[src/rtl/seq_detector_param.sv]
// Runtime-programmable serial pattern detector (Mealy) with overlap mode,
// valid-qualified input and a saturating match counter.
module seq_detector_param #(
    parameter int                 MAX_LEN     = 8,
    parameter int                 LEN_W       = $clog2(MAX_LEN) + 1,
    parameter int                 CNT_W       = 8,
    parameter logic [MAX_LEN-1:0] DEF_PATTERN = MAX_LEN'(8'b0000_1001),
    parameter int                 DEF_LEN     = 4,
    parameter bit                 DEF_OVERLAP = 1'b0
) (
    input  logic               clk,
    input  logic               rst,
    input  logic               cfg_load,
    input  logic [MAX_LEN-1:0] cfg_pattern,
    input  logic [LEN_W-1:0]   cfg_len,
    input  logic               cfg_overlap,
    input  logic               in_valid,
    input  logic               in,
    output logic               match,
    output logic [CNT_W-1:0]   match_cnt,
    input  logic               match_cnt_clr
);

    logic [MAX_LEN-1:0] pat_q, pat_d;
    logic [LEN_W-1:0]   len_q, len_d;
    logic               ovl_q, ovl_d;
    logic [MAX_LEN-2:0] hist_q, hist_d;
    logic [LEN_W-1:0]   fill_q, fill_d;
    logic [CNT_W-1:0]   cnt_q, cnt_d;

    logic [MAX_LEN-1:0] window;
    logic [MAX_LEN-1:0] mask;
    logic [LEN_W-1:0]   len_m1;
    logic               hit;
    logic               match_raw;

    // Window is the candidate pattern ending with the current sample;
    // mask keeps only the low len_q bits so unused pattern bits are ignored.
    always_comb begin
        window = {hist_q, in};
        len_m1 = len_q - LEN_W'(1);
        mask   = '0;
        for (int i = 0; i < MAX_LEN; i++) begin
            mask[i] = (LEN_W'(i) < len_q);
        end
        hit       = (((window ^ pat_q) & mask) == '0);
        match_raw = in_valid && !cfg_load && (fill_q >= len_m1) && hit;
    end

    assign match     = match_raw && rst;
    assign match_cnt = cnt_q;

    always_comb begin
        pat_d  = pat_q;
        len_d  = len_q;
        ovl_d  = ovl_q;
        hist_d = hist_q;
        fill_d = fill_q;
        if (cfg_load) begin
            pat_d = cfg_pattern;
            ovl_d = cfg_overlap;
            if (cfg_len == '0)
                len_d = LEN_W'(1);
            else if (cfg_len > LEN_W'(MAX_LEN))
                len_d = LEN_W'(MAX_LEN);
            else
                len_d = cfg_len;
            hist_d = '0;
            fill_d = '0;
        end else if (in_valid) begin
            hist_d = window[MAX_LEN-2:0];
            // fill_q is the state: number of usable history bits held
            if (match_raw && !ovl_q)
                fill_d = '0;
            else if (fill_q >= len_m1)
                fill_d = len_m1;
            else
                fill_d = fill_q + LEN_W'(1);
        end
    end

    always_comb begin
        cnt_d = cnt_q;
        if (match_cnt_clr)
            cnt_d = match_raw ? CNT_W'(1) : '0;
        else if (match_raw && (cnt_q != '1))
            cnt_d = cnt_q + CNT_W'(1);
    end

    always_ff @(posedge clk or negedge rst) begin
        if (!rst) begin
            pat_q  <= DEF_PATTERN;
            len_q  <= LEN_W'(DEF_LEN);
            ovl_q  <= DEF_OVERLAP;
            hist_q <= '0;
            fill_q <= '0;
            cnt_q  <= '0;
        end else begin
            pat_q  <= pat_d;
            len_q  <= len_d;
            ovl_q  <= ovl_d;
            hist_q <= hist_d;
            fill_q <= fill_d;
            cnt_q  <= cnt_d;
        end
    end

endmodule

[config.mk]
export PLATFORM = sky130hd
export DESIGN_NAME = seq_detector_param
export DESIGN_NICKNAME = d
export VERILOG_FILES = /design/src/rtl/seq_detector_param.sv
export SDC_FILE = /design/constraint.sdc
export NUM_CORES = 1
export LEC_CHECK = 0
export ABC_AREA = 1
export CAP_MARGIN = 5
export CORE_UTILIZATION = 54
export CTS_BUF_LIST = sky130_fd_sc_hd__clkbuf_16
export DETAILED_ROUTE_END_ITERATION = 16
export MAX_ROUTING_LAYER = met4
export PLACE_DENSITY = 0.88
export SETUP_SLACK_MARGIN = 0.1
export SLEW_MARGIN = 20
export SYNTH_ARGS = -nofsm -noshare
export SYNTH_HDL_FRONTEND = slang
export SYNTH_SLANG_ARGS = --single-unit
[constraint.sdc]
create_clock -name clk -period 4.8 [get_ports clk]
set_input_delay 0.72 -clock clk [delete_from_list [all_inputs] [get_ports clk]]
set_output_delay 0.72 -clock clk [all_outputs]
set_load 0.005 [all_outputs]
After elaboration in Yosys (flattened, before gate mapping)
Index checks and enable logic that the tools add are counted.
{ "totals": {"register_bits": 32, "latchBits": 0, "ramBits": 0, "rom_bits": 0, "in_bits": 19, "out_inout_bits": 9, "word_cells": 45, "mem_count": 0} }
{ "op_classes": {"addsub": 3, "multipliers": 0, "div_mod_pow": 0, "n_lt_le_gt_ge": 10, "n_eq_ne": 1, "n_shift": 0, "muxes": 11, "n_bitwise": 2, "reduce_logical": 12} }
{ "ops": {"columns": ["operator", "count"], "rows": [
  ["$mux 4", 6],
  ["$lt 3x4->1 const A", 4],
  ["$mux 8", 2],
  ["$mux 7", 2],
  ["$add 8x1->8 const B", 1],
  ["$and 8x8->8", 1],
  ["$logic_not 8->1", 1],
  ["$lt 1x4->1 const A", 2],
  ["$lt 2x4->1 const A", 2],
  ["$ne 8x8->1 const B", 1],
  ["$xor 8x8->8", 1],
  ["$logic_and 1x1->1", 6],
  ["$add 4x1->4 const B", 1],
  ["$ge 4x4->1", 1],
  ["$gt 4x4->1 const B", 1],
  ["$logic_not 4->1", 1],
  ["$reduce_bool 2->1", 2],
  ["$sub 4x1->4 const B", 1],
  ["$logic_not 1->1", 2],
  ["$mux 1", 1]
]} }

Logic depth before layout (Yosys ltp)
Gate-level depths: netlist (run 1).
{ "depth": {"word_depth": 8, "depth_mapped": 13, "depth_no_buf": 13} }

Least setup slack after synthesis (run 1)
OpenSTA, ideal clock, no wires.
{ "synth_path": {"path_kind": "register to output", "from": "register len_q[2]", "to": "output match", "arrival_time_ps": 1716, "t_required_ps": 4080, "setup_slack_ps": 2364, "stages_incl_launch_ff": 11, "n_path_buf": 0, "path_cell_list": "dfstp_2 -> inv_1 -> nand3_1 -> xor2_1 -> ha_1 -> nand2_1 -> inv_1 -> nand2_1 -> nand3_2 -> nand2_1 -> nor3b_1"} }
{ "synth_between": {"elab_chain_len": 5, "elab_cells_between_ends": 15, "classes_between": "add/sub: 1; order compare: 9; bitwise: 1; reduce/logical: 4"} }
{ "synth_lines": {"columns": ["element", "line_no", "text"], "rows": [
  ["start, declared", "25", "logic [LEN_W-1:0] len_q, len_d;"],
  ["start signal, assigned", "93", "len_q <= LEN_W'(DEF_LEN);"],
  ["start signal, assigned", "100", "len_q <= len_d;"],
  ["$sub 4x1->4, or another cell as far along", "41", "len_m1 = len_q - LEN_W'(1);"],
  ["$ge 4x4->1 or $and 8x8->8 (tied branches)", "47, 46", null],
  ["$logic_and 1x1->1 or $logic_not 8->1 (tied branches)", "47, 46", null],
  ["$logic_and 1x1->1 *", "47", "match_raw = in_valid && !cfg_load && (fill_q >= len_m1) && hit;"],
  ["$logic_and 1x1->1 *", "50", "assign match = match_raw && rst;"],
  ["end, declared", "19", "output logic match,"]
]} }
Every way passes the cells marked *; elsewhere a longest branch is shown, timed or not.

Final worst setup path (run 1)
{ "layout_path": {"from": "register len_q[0]", "to": "output match"} }
The elaborated chain is that of the path after synthesis.

==> results of run 1 <==
## flip-flops by register name, summed over array words and instances, names as in the netlist
register,count
ovl_q,1
hist_q,7
len_q,4
pat_q,8
fill_q,4
match_cnt,8
## layout by cell type (no fill, tap or decap)
cell type	Yosys	routed
nand2_1	76	76
o21ai_0	11	11
nor3_4	1	1
dfrtp_1	29	29
nand4_2	1	1
ha_1	10	10
clkinv_1	1	3
nor3b_1	1	1
nand4_1	10	10
a21oi_1	7	7
o22ai_1	10	10
nor2_4	2	2
inv_1	44	45
a21o_1	1	1
nor2_2	2	2
xnor2_1	2	2
o21bai_1	1	1
nor2_1	8	8
nor3_1	1	1
buf_4	0	2
nand3_2	1	1
clkbuf_16	0	5
clkdlybuf4s50_1	0	27
nand2_2	3	3
dfstp_2	3	3
xor2_1	5	5
nand3_1	20	20
or2_2	1	1
## per-stage QoR
stage	setup WS (ns)	hold WS (ns)	area [µm²]
3_3_place_gp	1.49	0.488	2260
6_report	1.39	0.503	2400
4_1_cts	1.37	0.501	2400
3_5_place_dp	1.49	0.492	2260
2_1_floorplan	2.36	0.424	1930
5_1_grt	1.14	0.515	2400
## layout make-up
type	instances	area [µm²]	share of cell area
Multi-Input combinational cell	174	943	0.394
Sequential cell	32	805	0.336
Timing Repair Buffer	29	285	0.119
Inverter	45	169	0.0705
Clock buffer	5	125	0.0522
Tap cell	46	57.6	0.0240
Clock inverter	3	11.3	0.00470
## worst reg2reg max path: stages, from the launching register on
cell and delay [ns]:
dfrtp_1 0.37, inv_1 0.13, ha_1 0.25, xnor2_1 0.16, ha_1 0.31, nand2_1 0.05, inv_1 0.04, nand2_1 0.06
nand3_2 0.14, nand2_1 0.15, inv_1 0.12, nand4_2 0.21, nand3_1 0.15, nand2_1 0.07
## worst max path at each step
stage / start / end / depth (start not counted)
6_report: len_q[0] / match / 11
5_1_grt: len_q[0] / match / 11
4_1_cts: len_q[0] / match / 11
3_5_place_dp: cfg_load / match / 6
3_3_place_gp: cfg_load / match / 6
2_1_floorplan: len_q[2] / match / 10
## routing by layer
layer,vias to the layer above,global-route usage,routed length (µm)
li1,884,-,-
met1,773,0.310,1810
met2,36,0.393,1990
met3,4,0.0642,164
met4,0,0.0825,42
met5,-,-,0
## cells by family after synthesis
logic type               after synthesis
buffers and inverters                 48
adder cells (fa/ha/maj)               10
XOR/XNOR                               7
flip-flops                            32
AND/OR/NAND/NOR                      127
AO/OA/AOI/OAI                         30
## power by group
| group | internal (µW) | total [µW] | switching, µW | leakage, µW |
|---|---|---|---|---|
| sequential | 292 | 312 | 20.4 | 0.000416 |
| clock | 186 | 288 | 103 | 0.0000701 |
| combinational | 66.5 | 163 | 96.3 | 0.000771 |
==> out/metrics.cfg, run 1 <==
[status]
status = finished clean

[floorplanning]
coreArea_um2 = 3390
row_count = 21
die_y_um = 61.8
chipWidth_um = 61.8
initial_core_util = 0.569
ios = 28
dieArea_um2 = 3820

[logic_synthesis]
yosysTopAreaCell = dfrtp_1
synthArstFlopShare = 1.00
netlist_instances = 254
synth_area_leaders = dfrtp_1, nand2_1, inv_1
synth.mux.area_fraction = 0
synth_warnings = 0
synthAdderAreaFrac = 0.0649
synth_xor_area_frac = 0.0318
postSynthAreaPerCell_um2 = 7.60
yosysMostFrequentCell = nand2_1
synth.cell_area_um2 = 1930
synth_compound_area_frac = 0.0869
synth_simple_gate_area_frac = 0.305
synth_edf_count = 0
synthTopCellsByCount = nand2_1, inv_1, dfrtp_1
ys_seq_area_frac = 0.417
yosys_most_used_dff = dfrtp_1
synth_top_area_frac = 0.376
ys_ff_latch = 32
synth_fp_nets = 283
synth_cell_type_count = 27
synth_top_family_by_area = simple AND/OR/NAND/NOR gates

[power]
ir_drop_v = 0.000267
finalPower_uw = 763
power.leakage_uw = 0.00126
p_per_area_nw_per_um2 = 319

[sta]
setup_viol = 0
period_share = 0.710
hold_viol = 0
skew_ns = 0.00694
fin_crit_ns = 3.41
setup_tns_ns = 0
rsz0062_at_grt = no
worstMarginPinSlew_ns = 0.419
slew_viol_final = 0
relSlewSlack = 0.719
fmax_mhz = 293

[clock_network]
post-cts-setup-buffers = 0
htree_levels = 2
post_cts_hold_buffer_count = 0
insertion_delay_ns = 0.27
cts_buffer_depth = 2
ctsResizeCount = 0
path_clk_slew_ns = 0.05
clockRootBuffer = clkbuf_16
numCtsBuffers = 5
cts_tree = built
cts.sinks = 32

[hold_path]
holdPathStages = 2
holdPathEnd = pat_q[0]
hold_path.class = register to register
hold_start = pat_q[0]

[grt]
overflow = 0
grt_usage = 0.248
antenna_found_initial = 0
grt_pass1_vias = 1471
grt_pass1_wl_um = 6440
grt_max_degree = 33

[finish]
drive_above_1_share = 0.0729
final.fill_count = 265
syn_to_final_growth_pct = 24.2
stdcell_count = 334
nNetsFinal = 316
postLayoutCoreUtil = 0.707
diodes = 0

[setup_path]
crit_top_cell = nand2_1
crit_chain = inv_1, ha_1, xnor2_1, ha_1, nand2_1, inv_1, nand2_1, nand3_2, nand2_1, nor3b_1, clkdlybuf4s50_1
cp_slowest_cell = clkdlybuf4s50_1
critPathTopFamily = buffers and inverters
r2r_end = match_cnt[1]
cp-start-kind = register
critPathCaptureType = output pin
worst-setup-path-type = register to output pin
crit_buf_inv = 3
rr_worst_depth = 13
critPathRequiredTime_ns = 4.08
r2r_slack_ns = 2.47
critPathMaxStageDelay_ns = 0.52
r2r_start = len_q[0]
worstPathMaxFanout = 9
cp.arrival_ns = 2.69

[routing]
drtPass1Iterations = 4
antenna_left = 0
post-route-drc-count = 0
via_count = 1697
via_per_inst = 5.08
wirelength_um = 4010
drt-wirelength-per-cell_um = 12.0
first_iter_violations = 92

[placement]
dp_cells = 326
place_congestion = 0.870
dpl.hpwl_um = 2850
portBuffers = 27

[run]
drv_cap = 0

Note: power is estimated with default switching activity, not from simulation.
==> run 2: changes to the inputs <==
--- a/config.mk
+++ b/config.mk
@@ -7,11 +7,11 @@
 export LEC_CHECK = 0
 export ABC_AREA = 1
 export CAP_MARGIN = 5
-export CORE_UTILIZATION = 54
+export CORE_UTILIZATION = 49
 export CTS_BUF_LIST = sky130_fd_sc_hd__clkbuf_16
 export DETAILED_ROUTE_END_ITERATION = 16
 export MAX_ROUTING_LAYER = met4
-export PLACE_DENSITY = 0.88
+export PLACE_DENSITY = 0.85
 export SETUP_SLACK_MARGIN = 0.1
 export SLEW_MARGIN = 20
 export SYNTH_ARGS = -nofsm -noshare
==> constraint.sdc (replaced) <==
create_clock -name clk -period 3.05 [get_ports clk]
set_input_delay 0.4575 -clock clk [delete_from_list [all_inputs] [get_ports clk]]
set_output_delay 0.4575 -clock clk [all_outputs]
set_load 0.005 [all_outputs]
==> run 2 against run 1 <==
Against the previous run:
- worst setup slack worse by 1.1 ns
- register-to-register slack worse by 1.7 ns
- hold slack worse by 0.0024 ns
- critical endpoint unchanged
- largest power group is now the clock network
==> out/metrics.cfg, run 2 (synthesis gave the netlist of run 1 again) <==
[sta]
skew_ns = 0.00336
fmax_mhz = 359
hold_viol = 0
setup_tns_ns = 0
slew_viol_final = 0
fin_crit_ns = 2.78
period_share = 0.912
hold_slack_ns = 0.500
setup_viol = 0
relSlewSlack = 0.701
rsz0062_at_grt = no
worstMarginPinSlew_ns = 0.446

[clock_network]
cts.sinks = 32
htree_levels = 2
numCtsBuffers = 5
clockRootBuffer = clkbuf_16
path_clk_slew_ns = 0.05
insertion_delay_ns = 0.28
post_cts_hold_buffer_count = 0
cts_buffer_depth = 2
cts_tree = built

[setup_path]
cp-start-kind = register
critPathRequiredTime_ns = 2.59
crit_start = len_q[2]
critPathMaxStageDelay_ns = 0.53
r2r_start = len_q[2]
cp_slowest_cell = dfstp_2
worstPathMaxFanout = 9
cp.arrival_ns = 2.33
critPathCaptureType = output pin
r2r_slack_ns = 0.79
crit_chain = inv_1, nand3_1, xor2_1, ha_1, a21oi_1, nand3_4, nand2_2, nor3b_2, dlygate4sd2_1
worst-setup-path-type = register to output pin

[routing]
drt-wirelength-per-cell_um = 12.4
via_per_inst = 5.18
via_count = 1762
post-route-drc-count = 0
first_iter_violations = 88
wirelength_um = 4230
drtPass1Iterations = 5
antenna_left = 0

[power]
finalPower_uw = 1320
ir_drop_v = 0.000441
p_per_area_nw_per_um2 = 533
power.leakage_uw = 0.00129

[grt]
grt_max_degree = 33
grt_pass1_wl_um = 7290
grt_usage = 0.236
overflow = 0
antenna_found_initial = 0
grt_pass1_vias = 1712

[hold_path]
hold_start = pat_q[0]
hold_path.class = register to register

[finish]
layout.cells.most_common = nand2_1
mostFrequentLayoutCells = nand2_1, inv_1, dfrtp_1
diodes = 0
drive_above_1_share = 0.103
nNetsFinal = 320
postLayoutCoreUtil = 0.664
syn_to_final_growth_pct = 28.0
final.fill_count = 316

[floorplanning]
dieArea_um2 = 4190
initial_core_util = 0.519
row_count = 22
ios = 28
die_y_um = 64.8
chipWidth_um = 64.8
coreArea_um2 = 3720

[placement]
dpl.hpwl_um = 2960
place_congestion = 0.930
portBuffers = 27

[status]
status = finished clean

[run]
drv_cap = 0

-- run 2: worst paths after layout --
check	to	depth (start not counted)
max in group asynchronous	pat_q[3]	2
max reg2reg	match_cnt[1]	11
min reg2reg	pat_q[0]	2
min	pat_q[0]	2
min in group asynchronous	hist_q[2]	2
max	match	9
-- run 2: final cells by class --
cell class / instances / area [µm²] / share of cell area
Tap cell: 48 / 60.1 / 0.0243
Multi-Input combinational cell: 174 / 958 / 0.388
Inverter: 45 / 169 / 0.0684
Sequential cell: 32 / 805 / 0.326
Clock buffer: 5 / 125 / 0.0507
Timing Repair Buffer: 33 / 314 / 0.127
Clock inverter: 3 / 37.5 / 0.0152
-- run 2: where the power goes --
part           total (µW)  internal [µW]  switching (µW)
Combinational         275            114             160
Sequential            488            459            29.8
Clock                 553            379             174
-- run 2: stage by stage --
step	setup WS (ns)	area [µm²]	instances
finish	0.267	2470	340
global route	0.134	2470	340
CTS	0.310	2470	340
detailed placement	0.203	2270	329
global placement	0.244	2270	329
floorplan	0.877	1930	254
-- run 2: critical path: cells and delay by family, from the launching register on --
kind | cells | cell delay (ns)
compound gates | 1 | 0.24
xor+xnor | 1 | 0.20
fa+ha+maj | 1 | 0.29
buf+inv | 2 | 0.33
flops | 1 | 0.53
simple gates | 4 | 0.45
-- run 2: metal layers --
| metal | vias up | track usage | wire, µm |
|---|---|---|---|
| met3 | 6 | 0.0599 | 157 |
| met1 | 827 | 0.277 | 1840 |
| li1 | 893 | - | - |
| met4 | 0 | 0.0722 | 42 |
| met2 | 36 | 0.395 | 2190 |
| met5 | - | - | 0 |
-- run 2: repair_timing --
item / CTS / global route
hold endpoints to repair: 0 / 0
resized for setup: 6 / 0
setup endpoints to repair: 1 / 0
setup buffers: 3 / 0
